`config.mk`:
```
export PLATFORM = sky130hd
export DESIGN_NAME = sample_stim_gen
export DESIGN_NICKNAME = d
export VERILOG_FILES = /design/src/rtl/sample_stim_gen.sv
export SDC_FILE = /design/constraint.sdc
export NUM_CORES = 1
export LEC_CHECK = 0
export CAP_MARGIN = 20
export CELL_PAD_IN_SITES_DETAIL_PLACEMENT = 0
export CELL_PAD_IN_SITES_GLOBAL_PLACEMENT = 1
export CORE_MARGIN = 2
export CORE_UTILIZATION = 36
export CTS_BUF_LIST = sky130_fd_sc_hd__clkbuf_4
export DETAILED_ROUTE_END_ITERATION = 6
export HOLD_SLACK_MARGIN = 0.08
export PLACE_DENSITY_LB_ADDON = 0.3
export REMOVE_ABC_BUFFERS = 1
export SYNTH_ARGS = -nofsm -noshare
export SYNTH_HDL_FRONTEND = slang
export SYNTH_SLANG_ARGS = --single-unit
export TNS_END_PERCENT = 20
```
`constraint.sdc`:
```
create_clock -name clk -period 2.5 [get_ports clk]
set_input_delay 0.25 -clock clk [delete_from_list [all_inputs] [get_ports clk]]
set_output_delay 0.25 -clock clk [all_outputs]
set_load 0.02 [all_outputs]
```
`src/rtl/sample_stim_gen.sv`:
```
// Decimated stimulus sample generator: divides the clock by max(cycle,1), forms a
// sample from an LFSR, ramp or constant on each tick, and holds it for a ready/valid consumer.
module sample_stim_gen #(
    parameter int unsigned DATA_W = 4,
    parameter int unsigned CNT_W  = 5,
    parameter logic [15:0] SEED   = 16'hACE1
) (
    input  logic              clk,
    input  logic              reset,
    input  logic              enable,
    input  logic [CNT_W-1:0]  cycle,
    input  logic [1:0]        mode,
    input  logic [DATA_W-1:0] const_val,
    input  logic              out_ready,
    output logic [CNT_W-1:0]  phase,
    output logic              sample_tick,
    output logic [DATA_W-1:0] sample_data,
    output logic              sample_valid,
    output logic [31:0]       sample_count,
    output logic              overrun
);

    typedef enum logic [1:0] {
        SRC_LFSR     = 2'd0,
        SRC_RAMP     = 2'd1,
        SRC_CONST    = 2'd2,
        SRC_LFSR_REV = 2'd3
    } src_t;

    // An all-zero LFSR would lock up, so a zero seed falls back to the default.
    localparam logic [15:0] SEED_EFF = (SEED == 16'h0000) ? 16'hACE1 : SEED;
    localparam logic [15:0] LFSR_MASK = 16'hB400;

    logic [15:0]       lfsr;
    logic [15:0]       lfsr_next;
    logic [DATA_W-1:0] ramp;
    logic [CNT_W-1:0]  n_eff;
    logic [CNT_W-1:0]  phase_last;
    logic [CNT_W-1:0]  phase_next;
    logic [DATA_W-1:0] lfsr_rev;
    logic [DATA_W-1:0] candidate;
    src_t              src;

    assign src         = src_t'(mode);
    assign sample_tick = enable && (phase == '0);

    always_comb begin
        n_eff      = (cycle == '0) ? CNT_W'(1) : cycle;
        phase_last = n_eff - CNT_W'(1);
        phase_next = phase;
        // Compare with >= so a shrinking cycle wraps at once instead of running to overflow.
        if (enable) begin
            if (phase >= phase_last) begin
                phase_next = '0;
            end else begin
                phase_next = phase + CNT_W'(1);
            end
        end
    end

    always_comb begin
        lfsr_next = lfsr >> 1;
        if (lfsr[0]) begin
            lfsr_next = (lfsr >> 1) ^ LFSR_MASK;
        end
    end

    always_comb begin
        lfsr_rev = '0;
        for (int unsigned i = 0; i < DATA_W; i++) begin
            lfsr_rev[i] = lfsr[DATA_W-1-i];
        end
    end

    always_comb begin
        candidate = '0;
        unique case (src)
            SRC_LFSR:     candidate = lfsr[DATA_W-1:0];
            SRC_RAMP:     candidate = ramp;
            SRC_CONST:    candidate = const_val;
            SRC_LFSR_REV: candidate = lfsr_rev;
            default:      candidate = '0;
        endcase
    end

    always_ff @(posedge clk) begin
        if (reset) begin
            phase        <= '0;
            lfsr         <= SEED_EFF;
            ramp         <= '0;
            sample_data  <= '0;
            sample_valid <= 1'b0;
            sample_count <= '0;
            overrun      <= 1'b0;
        end else begin
            phase <= phase_next;
            if (sample_tick) begin
                sample_count <= sample_count + 32'd1;
                if (src == SRC_LFSR || src == SRC_LFSR_REV) begin
                    lfsr <= lfsr_next;
                end
                if (src == SRC_RAMP) begin
                    ramp <= ramp + DATA_W'(1);
                end
                // A slot frees up either because nothing is pending or it is being accepted now.
                if (!sample_valid || out_ready) begin
                    sample_data  <= candidate;
                    sample_valid <= 1'b1;
                end else begin
                    overrun <= 1'b1;
                end
            end else if (sample_valid && out_ready) begin
                sample_valid <= 1'b0;
            end
        end
    end

endmodule
```
==> results.rst <==
.. list-table::
   :header-rows: 1

   * - Metric
     - Value
   * - Result of the run
     - finished, final reports clean
   * - CORE AREA
     - 0.00859 mm^2
   * - Buffer levels on the longest clock path
     - 2
   * - Count of pins on the block boundary
     - 59
   * - Die height
     - 97.4 um
   * - Crit path launch type
     - flop
   * - Sinks on Clock Net
     - 63
   * - Antenna violations before repair
     - 0
   * - Clock-pin slew reported for the worst setup and hold paths after clock tree synthesis
     - 90 ps
   * - Average routed wire per standard cell
     - 13.8 um
   * - Wire length of the first global-routing pass
     - 12300 um
   * - IR drop worst, VDD
     - 0.203 mV
   * - R2r setup slk
     - 280 ps
   * - CTS root buffer
     - clkbuf_4
   * - Count of buffers from port buffering
     - 58
   * - Mean cell area of the mapped netlist
     - 8.77 um^2
   * - Total iterations of the first detailed-routing run
     - 4
   * - Final-layout setup total negative slack
     - 0 ps
   * - Maximum clock frequency
     - 450 MHz
   * - Power density over the cells
     - 483 mW/mm^2
   * - Routed Antenna Nets
     - 0
   * - Fraction of final layout cells sized beyond drive strength 1
     - 8.53%
   * - Overflow left after global routing
     - 0
   * - Drt first-iter violations
     - 173
   * - Post-CTS Hold Fix Bufs
     - 0
   * - Placement row count
     - 34
   * - Number of H-tree levels
     - 3
   * - Final number of hold-violating endpoints
     - 0
   * - Clock buffer count from CTS
     - 9
   * - Number of setup buffers added after CTS
     - 0
   * - Sequential fraction of the synthesis area
     - 40.2%
   * - Yosys reg bits
     - 63
   * - Resize count post-CTS
     - 0
   * - Global Route Usage Sum
     - 15.7%
   * - Type of the most critical hold path
     - input port to flop
   * - Final clock skew
     - 11.8 ps
   * - Actual transition at the worst max-transition pin
     - 606 ps
   * - CTS tree
     - yes
   * - Area of the mapped netlist
     - 0.00314 mm^2
   * - Die width
     - 97.4 um
   * - Yosys synthesis warning count
     - 0
   * - Number of vias per cell after detailed routing
     - 5.28
   * - Fraction of registers with async set or reset after synthesis
     - 0%
   * - Minimum clock period after layout
     - 2220 ps
   * - Largest net degree at the start of global routing
     - 32
   * - Number of enable-type register cells in the synthesized netlist
     - 0
   * - Highest net fanout along the worst path
     - 9
   * - Max-capacitance violation count
     - 0
   * - Worst endpoint data arrival time
     - 2500 ps
   * - Aggregate routed wire length
     - 7340 um
   * - Final Total Pwr
     - 1.90 mW
   * - DRC violations left
     - 0
   * - Critical Path Sink Type
     - flop
   * - CP required
     - 2780 ps
   * - Path type of the worst setup path
     - flop to flop
   * - Leakage dissipation
     - 1.45 nW
   * - Post-route clock period utilization
     - 88.8%
   * - Setup repair after global routing missed its margin
     - no
   * - Vias in the first global route
     - 2584
   * - Total die area
     - 0.00948 mm^2
   * - Number of max-slew violations in the final report
     - 0
   * - Layout-stage area growth over the synthesis result
     - 25.5%
   * - Routability congestion estimate from global placement
     - 0.798
   * - Prevailing post-synth register cell
     - dfxtp_1
   * - Via count
     - 2801
   * - Detailed placement HPWL
     - 5180 um
   * - Cells after synthesis
     - 358
   * - # nets final
     - 448
   * - Ant. Diodes
     - 0
   * - Normalized max-slew margin
     - 59.6%
   * - Clock latency at the later pin of the worst-skew pair
     - 390 ps
   * - Number of unique standard cell types used by synthesis
     - 42
   * - Starting Density
     - 36.5%
   * - Final-report setup violation count
     - 0
## through the flow
| stage | instances | hold slack (ps) | setup WS [ps] | area, um^2 | utilization, % |
|---|---|---|---|---|---|
| 2_1_floorplan | 341 | 319 | 535 | 3060 | - |
| 3_3_place_gp | 516 | 442 | 3.84 | 3840 | 44.6 |
| 3_5_place_dp | 516 | 444 | -80.4 | 3840 | 44.6 |
| 4_1_cts | 530 | 327 | 85.5 | 3940 | 45.8 |
| 5_1_grt | 530 | 361 | 58.4 | 3940 | 45.8 |
| 6_report | 530 | 353 | 280 | 3940 | 45.8 |
## report_power, final
group	switching (mW)	internal [mW]	total, mW
sequential	0.0304	1.04	1.07
combinational	0.144	0.128	0.271
clock	0.336	0.225	0.562
## critical path, cell delays in order, from the launching register on
cell	delay, ps
dfxtp_1	380
inv_1	110
ha_1	210
and4b_2	330
nand4_1	360
nor4_1	370
mux2_2	360
## layout make-up
type                            count  area (um^2)
Timing Repair Buffer               67          646
Clock inverter                      2         10.0
Inverter                            9         33.8
Clock buffer                       12         90.1
Sequential cell                    63         1260
Fill cell                         854         4650
Multi-Input combinational cell    269         1760
Tap cell                          108          135
## routing by layer
metal / vias up / part of all wire [%] / GRT usage, %
met5: - / 0 / 0
met4: 0 / 1.8 / 7.48
met3: 10 / 3.8 / 2.95
met2: 64 / 45 / 24.3
met1: 1286 / 50 / 21.1
li1: 1441 / - / -
## Yosys cell counts (6+ instances only)
cell,instances,area share (%)
a211oi_1,6,1.4
nor2_1,26,3.1
nand3b_1,6,1.4
dfxtp_1,63,40
xor2_1,13,3.6
nand3_1,11,1.8
a21oi_1,32,5.1
nand2_1,44,5.3
nand4_1,15,3.0
or3_1,6,1.2
xnor2_1,7,2.0
o21ai_0,10,1.6
inv_1,9,1.1
o31ai_1,15,3.6
ha_1,14,5.6
or4_1,15,3.6
clkbuf_1,9,1.1
mux2i_1,7,2.2
## cells in the final DEF, fill, tap and decap left out, types with 2 or more instances in the layout
cell type,synthesis,routed
o21ai_0,10,10
o31ai_1,15,15
ha_1,14,14
dfxtp_1,63,63
a21oi_1,32,32
clkinv_2,0,2
mux2i_1,7,7
nand3_1,11,11
a211o_1,2,2
inv_1,9,9
nor2b_1,5,5
mux2_2,3,3
nand2b_1,3,3
and4_4,2,2
nand3b_1,6,6
xor2_1,13,13
nor4_1,3,3
nor3_1,2,2
nor2_1,26,26
a222oi_1,4,4
clkbuf_4,0,12
nand4_1,15,15
a211oi_1,6,6
or4_1,15,15
and4_1,4,4
buf_4,1,9
nand2_1,44,44
xnor2_1,7,7
or3_1,6,6
clkdlybuf4s50_1,0,56
and3_1,4,4
## registers in the layout, summed over array words and instances, names as in the netlist
name / flops
sample_data: 4
overrun: 1
sample_count: 32
ramp: 4
sample_valid: 1
phase: 5
lfsr: 16
## path summary, 6_finish.rpt
check | to | cells past startpoint | startpoint
worst max-delay path | sample_count[26] | 6 | phase[0]
worst min-delay path | sample_count[6] | 2 | reset
worst max register to register | sample_count[26] | 6 | phase[0]
worst min register to register | lfsr[14] | 2 | lfsr[15]
## logic make-up after synthesis
logic type      after synthesis  share of synthesized area, %
buf+inv                      26                          3.67
flops                        63                          40.2
compound gates               70                          13.8
mux                          10                          3.31
xor+xnor                     20                          5.58
fa+ha+maj                    14                          5.58
simple gates                155                          27.9
No activity file was read; power rests on OpenSTA's default activity.
==> RTL change (same flow settings) <==
Reset style: asynchronous (`reset`), changed in one clocked block.
--- a/src/rtl/sample_stim_gen.sv
+++ b/src/rtl/sample_stim_gen.sv
@@ -83,7 +83,7 @@
         endcase
     end
 
-    always_ff @(posedge clk) begin
+    always_ff @(posedge clk or posedge reset) begin
         if (reset) begin
             phase        <= '0;
             lfsr         <= SEED_EFF;
Formal check against the unedited RTL: differs if reset is asserted again (counterexample within 4 cycles, from zero or initial values and one cycle with reset high); with reset held inactive, the same outputs for 10 cycles.
==> RTL change against the unedited design <==
- global-route usage down 1.8 points
- design area grew 2.0%
- setup slack improved by 12 ps
- routed wire length shrank 19%
- sequential cell count did not move
- area after synthesis down 1.6%
Power is not compared: it rests on default switching activity, and its combinational part moved more than twofold at a synthesized area within 25%.
==> RTL change: results (changes against the unedited design) <==
[synthesis]
synth_xor_area_share_pct=11.06  ; +5.5 points
muxShareOfSynthArea_pct=7.536  ; +4.2 points
syn_avg_cell_area_um2=11.88  ; +35%
seq_area_frac_synth_pct=51.38  ; +11 points
synth-compound-area-share_pct=5.105  ; -8.7 points
synthTopCellsByCount=dfrtp_1, xnor2_1, nand2_1, mux2_2, nand3_1
synthArstFlopShare_pct=100.0  ; +100 points
synthTopCellsByArea=dfrtp_1, xnor2_1, dfstp_2
synth_fa_ha_area_share_pct=5.673  ; +0.093 points
yosysUniqueCellTypes=41  ; -2.4%

[worst_setup_path]
crit_slowest_cell=clkdlybuf4s50_1
crit_arrival_ps=2480  ; -20 ps
max_stage_delay_ps=500  ; +120 ps
cp_max_fo=4  ; -5
critPathLaunch=cycle[1]
timing.rr.start=phase[0]$_DFFE_PP0P_

[final_layout]
stdcell_count=441  ; -17%
drive_above_1_share_pct=16.96  ; +8.4 points
nFillCells=779  ; -8.8%
nets=360  ; -20%

[grt]
grt_max_degree=47  ; +47%
grt_use_met2_pct=19.93  ; -4.4 points
grt.met1_usage_pct=19.76  ; -1.3 points
grt_pass1_wl_um=10480  ; -15%
grt_pass1_vias=2090  ; -19%

[pwr]
power_leakage_uw=0.001820
netSwitchingFraction_pct=32.03

[clock_tree]
cts.clk_slew.worst_paths_ps=130  ; +40 ps

[placement]
dp.cells=425  ; -18%
place_ws_ps=-120.0  ; -39.60 ps
dpl_cell_area_mm2=0.003831  ; -0.13%

[hold_path]
holdCritPathClass=input pin to async pin

[sta]
tightest_slew_ps=523.8  ; -81.76 ps

[route]
avgRoutedWirePerCell_um=13.46  ; -2.8%
drt_iter0_drc=80  ; -54%

[status]
status=finished, final reports clean

RTL change: cell count changes in the layout (fill, tap and decap cells not counted), sizes merged, moves of 15 or more:
cell / change
dfxtp: -63
nand2: -20
or4: -15
a21oi: -27
mux2: +15
o31ai: -15
dfrtp: +55
xnor2: +21
RTL change: worst paths after layout:
| check | endpoint | slack (ps) | cells past startpoint |
|---|---|---|---|
| worst max-delay path | phase[2]$_DFFE_PP0P_ | 290 | 11 |
| worst min-delay path | sample_count[15]$_DFFE_PP0P_ | 130 | 2 |
| worst max register to register | sample_count[24]$_DFFE_PP0P_ | 330 | 7 |
| worst min register to register | sample_count[31]$_DFFE_PP0P_ | 480 | 1 |
| max in group asynchronous | lfsr[11]$_DFFE_PP1P_ | 1720 | 3 |
| min in group clk | sample_count[31]$_DFFE_PP0P_ | 480 | 1 |
RTL change: timing repair:
| action | CTS | global route |
|---|---|---|
| setup buffers | 0 | 0 |
| endpoints found under the setup margin | 1 | 0 |
| hold buffers | 0 | 0 |
| endpoints found under the hold margin | 0 | 0 |
| resized for setup | 1 | 0 |
RTL change: layout make-up:
cell class / count / area share, %
Tap cell: 105 / 3.269
Clock buffer: 9 / 1.681
Multi-Input combinational cell: 185 / 36.05
Clock inverter: 7 / 3.020
Sequential cell: 63 / 39.48
Timing Repair Buffer: 63 / 15.66
Inverter: 9 / 0.8406
RTL change: cell families (layout without fill, tap and decap cells):
kind of cell / after synthesis / count (layout)
and+or+nand+nor: 87 / 87
DFF: 63 / 63
AOI/OAI and AO/OA: 24 / 24
buffers and inverters: 12 / 88
muxes: 21 / 21
xor gates and xnor gates: 39 / 39
adders and majority gates: 14 / 14
RTL change: per-layer routing:
layer	up-vias	wire length, um
met5	-	0
met4	0	90
met3	10	251
met2	56	2641
met1	1013	2950
li1	1064	-
